## src/rtl/optical_link_pkg.sv

```systemverilog
// optical_link_pkg: shared framing constants, FSM/word-class encodings and the
// 48-bit PRBS step used by both ends of the 2-lane optical PRBS link.
// Contents: BOND/START/DATA framing words and K masks, PRBS seed, prbs48_next(), classify_word().
package optical_link_pkg;

  localparam logic [63:0] BOND_WORD  = {8'h1C, 8'hFE, 8'hFB, 8'hDC, 32'h0};
  localparam logic [7:0]  BOND_K     = 8'h0F;
  localparam logic [63:0] START_WORD = 64'hFCFC_FCFC_FCFC_FCFC;
  localparam logic [7:0]  START_K    = 8'hFF;
  localparam logic [15:0] COMMA16    = 16'hBC50;
  localparam logic [7:0]  DATA_K     = 8'h03;

  // Generator state after reset; it is also the first payload word emitted.
  localparam logic [47:0] PRBS_SEED  = 48'hFFFF_FFFF_FFFF;

  typedef enum logic [1:0] {
    ST_BOND       = 2'd0,
    ST_WAIT_START = 2'd1,
    ST_CHECK      = 2'd2
  } rx_state_e;

  typedef enum logic [2:0] {
    WC_BOND,
    WC_START,
    WC_DATA,
    WC_IDLE,
    WC_FRAME
  } word_class_e;

  // One word step = 48 shifts of the Fibonacci LFSR x^48+x^47+x^21+x^20+1,
  // so consecutive payload words carry non-overlapping slices of the bit stream
  // (oldest bit at [47]).
  function automatic logic [47:0] prbs48_next(input logic [47:0] cur);
    logic [47:0] s;
    s = cur;
    for (int i = 0; i < 48; i++) begin
      s = {s[46:0], s[47] ^ s[46] ^ s[20] ^ s[19]};
    end
    return s;
  endfunction

  function automatic word_class_e classify_word(input logic [63:0] d, input logic [7:0] k);
    word_class_e c;
    if (d == BOND_WORD && k == BOND_K)              c = WC_BOND;
    else if (d == START_WORD && k == START_K)       c = WC_START;
    else if (d[15:0] == COMMA16 && k == DATA_K)     c = WC_DATA;
    else if (d == 64'h0 && k == 8'h00)              c = WC_IDLE;
    else                                            c = WC_FRAME;
    return c;
  endfunction

endpackage

```

## src/rtl/prbs48_ref_gen.sv

```systemverilog
// prbs48_ref_gen: local copy of the transmitter's 48-bit PRBS word generator.
// Latency: ref_o is registered; seed/advance take effect on the next cycle. No backpressure.
// Ports: clock, reset (sync, high), seed_i (reload seed, wins over advance), advance_i (one word step), ref_o (current word).
module prbs48_ref_gen
  import optical_link_pkg::*;
(
  input  logic        clock,
  input  logic        reset,
  input  logic        seed_i,
  input  logic        advance_i,
  output logic [47:0] ref_o
);

  logic [47:0] lfsr_q, lfsr_d;

  always_comb begin
    lfsr_d = lfsr_q;
    if (seed_i)         lfsr_d = PRBS_SEED;
    else if (advance_i) lfsr_d = prbs48_next(lfsr_q);
  end

  always_ff @(posedge clock) begin
    if (reset) lfsr_q <= PRBS_SEED;
    else       lfsr_q <= lfsr_d;
  end

  assign ref_o = lfsr_q;

endmodule

```

## config.mk

```make
export PLATFORM = sky130hd
export DESIGN_NAME = prbs48_ref_gen
export DESIGN_NICKNAME = d
export VERILOG_FILES = /design/src/rtl/optical_link_pkg.sv /design/src/rtl/prbs48_ref_gen.sv
export SDC_FILE = /design/constraint.sdc
export NUM_CORES = 1
export LEC_CHECK = 0
export CAP_MARGIN = 0
export CORE_ASPECT_RATIO = 1.75
export CORE_MARGIN = 5
export CORE_UTILIZATION = 45
export CTS_BUF_LIST = sky130_fd_sc_hd__clkbuf_4
export DETAILED_ROUTE_END_ITERATION = 6
export GPL_ROUTABILITY_DRIVEN = 0
export PLACE_DENSITY = 0.71
export SYNTH_ARGS = -nofsm -noshare
export SYNTH_HDL_FRONTEND = slang
export SYNTH_SLANG_ARGS = --single-unit
```

## constraint.sdc

```tcl
create_clock -name clock -period 2 [get_ports clock]
set_clock_uncertainty 0.1 [all_clocks]
set_input_delay 0.6 -clock clock [delete_from_list [all_inputs] [get_ports clock]]
set_output_delay 0.6 -clock clock [all_outputs]
set_load 0.005 [all_outputs]
```

# ---- Word-level counts from Yosys, hierarchy flattened
# Index checks and enable logic that the tools add are counted.
# Widths: inputs -> output; s select.
dict set report totals {
  register_bits 48
  in_bits 4
  output_inout_bits 48
  wordCells 146
}
dict set report op_classes {
  n_bitwise 144
  n_reduce_logical 1
}
# op count
set op_table {}
lappend op_table {{$xor 1x1->1} 144}
lappend op_table {{$reduce_or 2->1} 1}

# ---- Depth between registers and ports, before layout
# Gate-level depths: netlist of the first run.
dict set report logic_depth {
  ltp_word 7
  mapped_depth 6
}

# ---- Worst setup path before layout of the first run
# No wires, ideal clock.
dict set report synth_path {
  path_type {flip-flop to flip-flop}
  from {register lfsr_q[14] (netlist: ref_o[14])}
  to {register lfsr_q[1] (netlist: ref_o[1])}
  setup_ns 0.132
  arrival_time_ns 1.752
  required_time_ns 1.768
  setup_slack_ns 0.015
  path_stages_with_launch 6
  period_less_slack_ns 1.985
  path_cell_list {dfxtp_1 > xor2_2 > xnor3_2 > xnor3_1 > o21ai_0 > nand3b_1}
}
dict set report synth_via {
  elab_chain_cells 4
}
# element line
set synth_lines {}
lappend synth_lines {{from (decl)} prbs48_ref_gen.sv:14} ;# logic [47:0] lfsr_q, lfsr_d;
lappend synth_lines {{from (signal assigned)} prbs48_ref_gen.sv:24} ;# else lfsr_q <= lfsr_d;
lappend synth_lines {{$xor 1x1->1 (3 in a row)} optical_link_pkg.sv:37} ;# s = {s[46:0], s[47] ^ s[46] ^ s[20] ^ s[19]};
lappend synth_lines {{$xor 1x1->1 (*)} optical_link_pkg.sv:37}
# Mark *: on every way between the ends. The rest lies on a longest branch, timed or not.
# A chain may end at the register's enable or synchronous reset.

# ---- Worst setup path in the final report of the first run
dict set report layout_path {
  from {register lfsr_q[10] (netlist: ref_o[10])}
  to {output port ref_o[10]}
}
# element line
set layout_lines {}
lappend layout_lines {{to (decl)} prbs48_ref_gen.sv:11} ;# output logic [47:0] ref_o
# No word-level cell between the ends.

==> results of run 1 <==
[kinds of logic (layout without fill, tap and decap cells)]
| logic type | Yosys count | in the layout | synth area share (%) |
|---|---|---|---|
| simple gates | 62 | 62 | 12.0 |
| flops | 48 | 48 | 33.0 |
| xor+xnor | 95 | 95 | 37.9 |
| buf+inv | 20 | 119 | 2.75 |
| compound gates | 83 | 83 | 14.3 |
[stage by stage]
step | power [uW] | TNS [ns]
after floorplan | 3170 | 0
after CTS | 4530 | 0
after global placement | 3860 | 0
final | 4600 | 0
after global routing | 4910 | -0.00249
after detailed placement | 3920 | -0.0149
[routing by layer]
metal  up-vias  track usage [%]  wire length (um)
li1       1264                -                 -
met2        52             35.8              4290
met5         -                0                 0
met4         0             7.40               146
met3         9             3.79               301
met1      1250             20.0              3020
[worst paths after layout]
path | start | to | slack (ns) | cells after the start
worst max-delay path | ref_o[10]$_SDFFE_PP1P_ | ref_o[10] | 0.05 | 1
worst min-delay path | ref_o[47]$_SDFFE_PP1P_ | ref_o[47]$_SDFFE_PP1P_ | 0.42 | 2
worst max register to register | ref_o[17]$_SDFFE_PP1P_ | ref_o[4]$_SDFFE_PP1P_ | 0.06 | 6
worst min register to register | ref_o[47]$_SDFFE_PP1P_ | ref_o[47]$_SDFFE_PP1P_ | 0.42 | 2
[power by group through the flow]
stage	Clock, uW	Combinational (uW)	Sequential (uW)
2_1_floorplan	0	1860	1310
3_3_place_gp	0	2540	1320
3_5_place_dp	0	2590	1320
4_1_cts	490	2770	1270
5_1_grt	536	3080	1290
6_report	485	2850	1270
[synthesized netlist by cell type]
cell                       instances  area (um2)
sky130_fd_sc_hd__a21oi_1          37         185
sky130_fd_sc_hd__and3_1           36         225
sky130_fd_sc_hd__and3_2            1        7.51
sky130_fd_sc_hd__buf_1             1        3.75
sky130_fd_sc_hd__buf_2             4        20.0
sky130_fd_sc_hd__clkbuf_1         14        52.6
sky130_fd_sc_hd__dfxtp_1          48         961
sky130_fd_sc_hd__inv_1             1        3.75
sky130_fd_sc_hd__nand2_1           9        33.8
sky130_fd_sc_hd__nand3b_1          5        37.5
sky130_fd_sc_hd__nor2_1            7        26.3
sky130_fd_sc_hd__nor3_1            4        20.0
sky130_fd_sc_hd__o21ai_0          43         215
sky130_fd_sc_hd__o21ai_1           3        15.0
sky130_fd_sc_hd__xnor2_1          65         569
sky130_fd_sc_hd__xnor2_2           2        32.5
sky130_fd_sc_hd__xnor3_1          10         225
sky130_fd_sc_hd__xnor3_2           2        47.6
sky130_fd_sc_hd__xor2_1            9        78.8
sky130_fd_sc_hd__xor2_2            2        32.5
sky130_fd_sc_hd__xor3_1            5         119
[timing repair]
action	4_1_cts	5_1_grt
resized for setup	70	42
hold endpoints to repair	0	0
hold buffers	0	0
pin swaps	0	3
buffers inserted	17	16
endpoints found under the setup margin	48	37
[final cells by class]
type                       instances  area (um2)
multi-input combinational        240        1920
inverter                           1        3.75
clock buffer                       7        52.6
clock inverter                     1        3.75
tap                               80         100
fill                             506        2090
timing repair buffer             110        1020
sequential                        48        1080
==> metrics.txt, run 1 <==
run status=finished, final reports clean; largest fanout of any net on the critical path=2; peak supply drop=585 uV; Tightest Pin Transition=0.523 ns; setup repair after global routing missed its margin=true; maximum number of pins on one net before global-route repair=49; Final Hold Vio Count=0; list of cells traversed by the critical path=clkdlybuf4s50_1; capturing element type of the critical path=output port; family with the most delay on the worst path=buffers and inverters; DRC violations left=0; switching portion of total power=35.7%; slack of the critical path=0.0471 ns; sinks on the clock net=48; drt total wl=7.76 mm; sequential power share=between 20 and 30%; final cell count without fillers=487; cell-internal power=slightly below 3000 uW; minimum clock period after layout=1.95 ns; startpoint class of the critical path=flip-flop; post-synthesis to final-layout area growth=43.8%; Synthesis Warnings=0; Vias/cell=5.29; Max Clk Rate=between 500 and 600 MHz; latest clock arrival within the worst-skew pair=0.38 ns; number of max-cap violations=0; most frequent cells in the layout=sky130_fd_sc_hd__xnor2_1 (62), sky130_fd_sc_hd__buf_4 (57), sky130_fd_sc_hd__o21ai_0 (42); Cell variety after synth=21; maximum level of the CTS H-tree=2; sequential-to-total area share from yosys stat=33.0%; period utilization=between 90% and 100%; commonest non-fill, non-tap cell in the layout=sky130_fd_sc_hd__xnor2_1; total via count after detailed routing=2575; worst hold path type=reg -> reg; Worst path max stage delay=0.49 ns; Setup-failing EPs final=0; total global routing track utilization=18.8%; site row count=38; Syn Area/Cell=9.45 um2; utilization after layout=66.7%; #FFs+latches synth=48; Total Die Area=8240 um2; WS Path Type=reg -> out; Buf+Inv Stages, Crit Path=1; instance count of the mapped netlist=308; cell chosen for the clock root=sky130_fd_sc_hd__clkbuf_4; Combinational Power Share=between 60% and 70%; share of post-route cells with drive strength above 1=31.2%; number of flip-flops in the largest register=48; proportion of power drawn by the clock network=10.5%; Placed Cells=between 400 and 500; Detailed Place HPWL=5.22 mm; Slowest cell on crit path=sky130_fd_sc_hd__clkdlybuf4s50_1; die width=70.8 um; PD cells=1100 nW/um2; Starting DRT DRC Count=182; first-pass GRT wire length=12.1 mm; WP data arrival=1.25 ns; placeable core area=6280 um2; Setup Slack @ Placement=-0.0149 ns; Clock Path Buffers=2; Post-DRT Antenna Nets=0; clock transition at the register clock pins on the worst setup and hold paths after CTS=0.15 ns; number of buffers created by CTS=5; sum of overflow across all layers after global routing=0; tightest slew margin relative to the limit=64.9%; antenna violations before repair=0; height of the die=116 um; routed length per instance=15.9 um; CTS tree=built; number of nets in the layout=410; net count after synthesis=312; IO buf count=51; combined area of all synthesized cells=2910 um2; static power due to leakage=0.00178 uW; # diodes=0; IO Count=52; via count of the first global-routing pass=2491; final instance area=4190 um2; standard cell area after detailed placement=3660 um2; Starting Density=46.4%; count of final max-slew check failures=0; worst hold slack across all endpoints=0.418 ns; power dissipated by switching net loads=around 1600 uW; drt pass-1 iters=4; CP Data Required Time=1.30 ns
Note: power is estimated with default switching activity, not from simulation.
==> run 2, diff against run 1 <==
CORE_MARGIN = 2   (was 5)
==> run 2 against run 1 <==
Effect of this change:
- first-iteration DRC count shrank 50%
- fmax shrank 2.0%
- critical path depth is the same
- sequential share of layout area shrank 0.68 points
- power grew 7.8%
- combinational power grew 7.7%
- clock power grew 24%
- via count grew 1.0%
- global-route usage grew 2.5 points
- non-clock buffer count grew 3
- worst setup slack lost 0.040 ns
==> metrics.txt, run 2 (synthesis gave the netlist of run 1 again) <==
run status=finished, final reports clean; family with the most delay on the worst path=buffers and inverters; number of flip-flops in the largest register=48 (unchanged); maximum number of pins on one net before global-route repair=49 (unchanged); latest clock arrival within the worst-skew pair=0.37 ns (about the same); Placed Cells=447 (+0.22%); cell chosen for the clock root=sky130_fd_sc_hd__clkbuf_4; WP data arrival=1.29 ns (+0.04 ns); CP Data Required Time=1.30 ns (about the same); height of the die=110 um (-5.2%); capturing element type of the critical path=output port; Max Clk Rate=502 MHz (-2.0%); sinks on the clock net=48 (unchanged); slack of the critical path=0.00669 ns (-0.0404 ns); static power due to leakage=0.00182 uW (+2.5%); first-pass GRT wire length=12.0 mm (-0.51%); CTS tree=built; minimum clock period after layout=1.99 ns (+0.0404 ns); clock transition at the register clock pins on the worst setup and hold paths after CTS=0.14 ns (about the same); Worst path max stage delay=0.51 ns (+0.02 ns); Starting DRT DRC Count=91 (-50%); Buf+Inv Stages, Crit Path=1 (unchanged); Detailed Place HPWL=4.97 mm (-4.7%); Tightest Pin Transition=0.572 ns (+0.0492 ns); peak supply drop=814 uV (+39%); share of post-route cells with drive strength above 1=33.9% (+2.7 points); Starting Density=46.7% (+0.35 points); number of nets in the layout=413 (+0.73%); worst hold path type=reg -> reg; IO Count=52 (unchanged); Final Hold Vio Count=0 (unchanged); DRC violations left=0 (unchanged); post-synthesis to final-layout area growth=47.8%; antenna violations before repair=0 (unchanged); Post-DRT Antenna Nets=0 (unchanged); Slowest cell on crit path=sky130_fd_sc_hd__clkdlybuf4s50_1; IO buf count=51 (unchanged); drt total wl=7.81 mm (+0.66%); count of fill cells added during filler insertion=499 (-1.4%); most frequent cells in the layout=sky130_fd_sc_hd__xnor2_1 (60), sky130_fd_sc_hd__buf_4 (55), sky130_fd_sc_hd__o21ai_0 (39); total global routing track utilization=21.3% (+2.5 points); setup repair after global routing missed its margin=true; count of final max-slew check failures=0 (unchanged); final instance area=4300 um2 (+2.8%); site row count=38 (unchanged); # diodes=0 (unchanged); final cell count without fillers=490 (+0.62%); total via count after detailed routing=2602 (+1.0%); Vias/cell=5.31 (+0.43%); tightest slew margin relative to the limit=61.6% (-3.3 points); list of cells traversed by the critical path=clkdlybuf4s50_1; Setup-failing EPs final=0 (unchanged); routed length per instance=15.9 um (about the same); Post-Route Setup TNS=0 ns (unchanged); die width=64.8 um (-8.5%); period utilization=99.7% (+2.0 points); placeable core area=6230 um2 (-0.76%); largest fanout of any net on the critical path=5 (+3); sum of overflow across all layers after global routing=0 (unchanged); number of max-cap violations=0 (unchanged); PD cells=1150 nW/um2 (+4.9%); hold buffer count at CTS=0 (unchanged); startpoint class of the critical path=flip-flop; drt pass-1 iters=7 (+3); Clock Path Buffers=2 (unchanged); commonest non-fill, non-tap cell in the layout=sky130_fd_sc_hd__xnor2_1; standard cell area after detailed placement=3680 um2 (+0.55%); via count of the first global-routing pass=2432 (-2.4%); Total Die Area=7150 um2 (-13%); Setup Slack @ Placement=0.0353 ns (+0.0502 ns); WS Path Type=reg -> out; maximum level of the CTS H-tree=2 (unchanged); number of buffers created by CTS=5 (unchanged); post-route total power=4960 uW (+7.8%)
## run 2: per-stage QoR
stage               hold WS [ns]  util (%)
finish                     0.428      69.1
global route               0.461      69.1
CTS                        0.430      64.5
detailed placement         0.411      59.1
global placement           0.401      59.1
floorplan                  0.396         -
## run 2: metal layers
layer | wire length [um] | up-vias | global-route usage, %
met4 | 129 | 0 | 5.25
met3 | 217 | 11 | 2.95
met1 | 3060 | 1260 | 24.5
met2 | 4410 | 61 | 39.9
met5 | 0 | - | 0
li1 | - | 1270 | -
## run 2: timing repair
action                                  in CTS  in global routing
hold endpoints to repair                     0                  0
pin swaps                                    3                 14
endpoints found under the setup margin      45                 36
resized for setup                           72                 43
cloned                                       0                  0
setup buffers                               16                 20
## run 2: path summary, 6_finish.rpt
kind	from	endpoint	slack, ns	cells past startpoint
setup reg to reg	ref_o[45]$_SDFFE_PP1P_	ref_o[4]$_SDFFE_PP1P_	0.03	5
hold reg to reg	ref_o[26]$_SDFFE_PP1P_	ref_o[26]$_SDFFE_PP1P_	0.43	2
setup / recovery	ref_o[44]$_SDFFE_PP1P_	ref_o[44]	0.007	1
hold / removal	ref_o[26]$_SDFFE_PP1P_	ref_o[26]$_SDFFE_PP1P_	0.43	2
## run 2: layout make-up
type | count | area (um2) | share of cell area (%)
clock inverter | 2 | 35.0 | 0.814
inverter | 1 | 3.75 | 0.0872
timing repair buffer | 113 | 1050 | 24.4
multi-input combinational | 240 | 1980 | 46.1
sequential | 48 | 1080 | 25.2
tap | 80 | 100 | 2.33
clock buffer | 6 | 45.0 | 1.05
## run 2: worst reg2reg max path, stage by stage, from the launching register on
cell,delay (ns)
sky130_fd_sc_hd__dfxtp_4,0.39
sky130_fd_sc_hd__xor3_1,0.46
sky130_fd_sc_hd__xnor3_2,0.32
sky130_fd_sc_hd__xnor3_1,0.36
sky130_fd_sc_hd__and3_1,0.19
sky130_fd_sc_hd__o21ai_1,0.10
## run 2: power breakdown
group          leakage [uW]  switching [uW]  internal (uW)  total [uW]
sequential         0.000384             152           1140        1290
clock             0.0000456             326            276         602
combinational       0.00139            1280           1790        3070
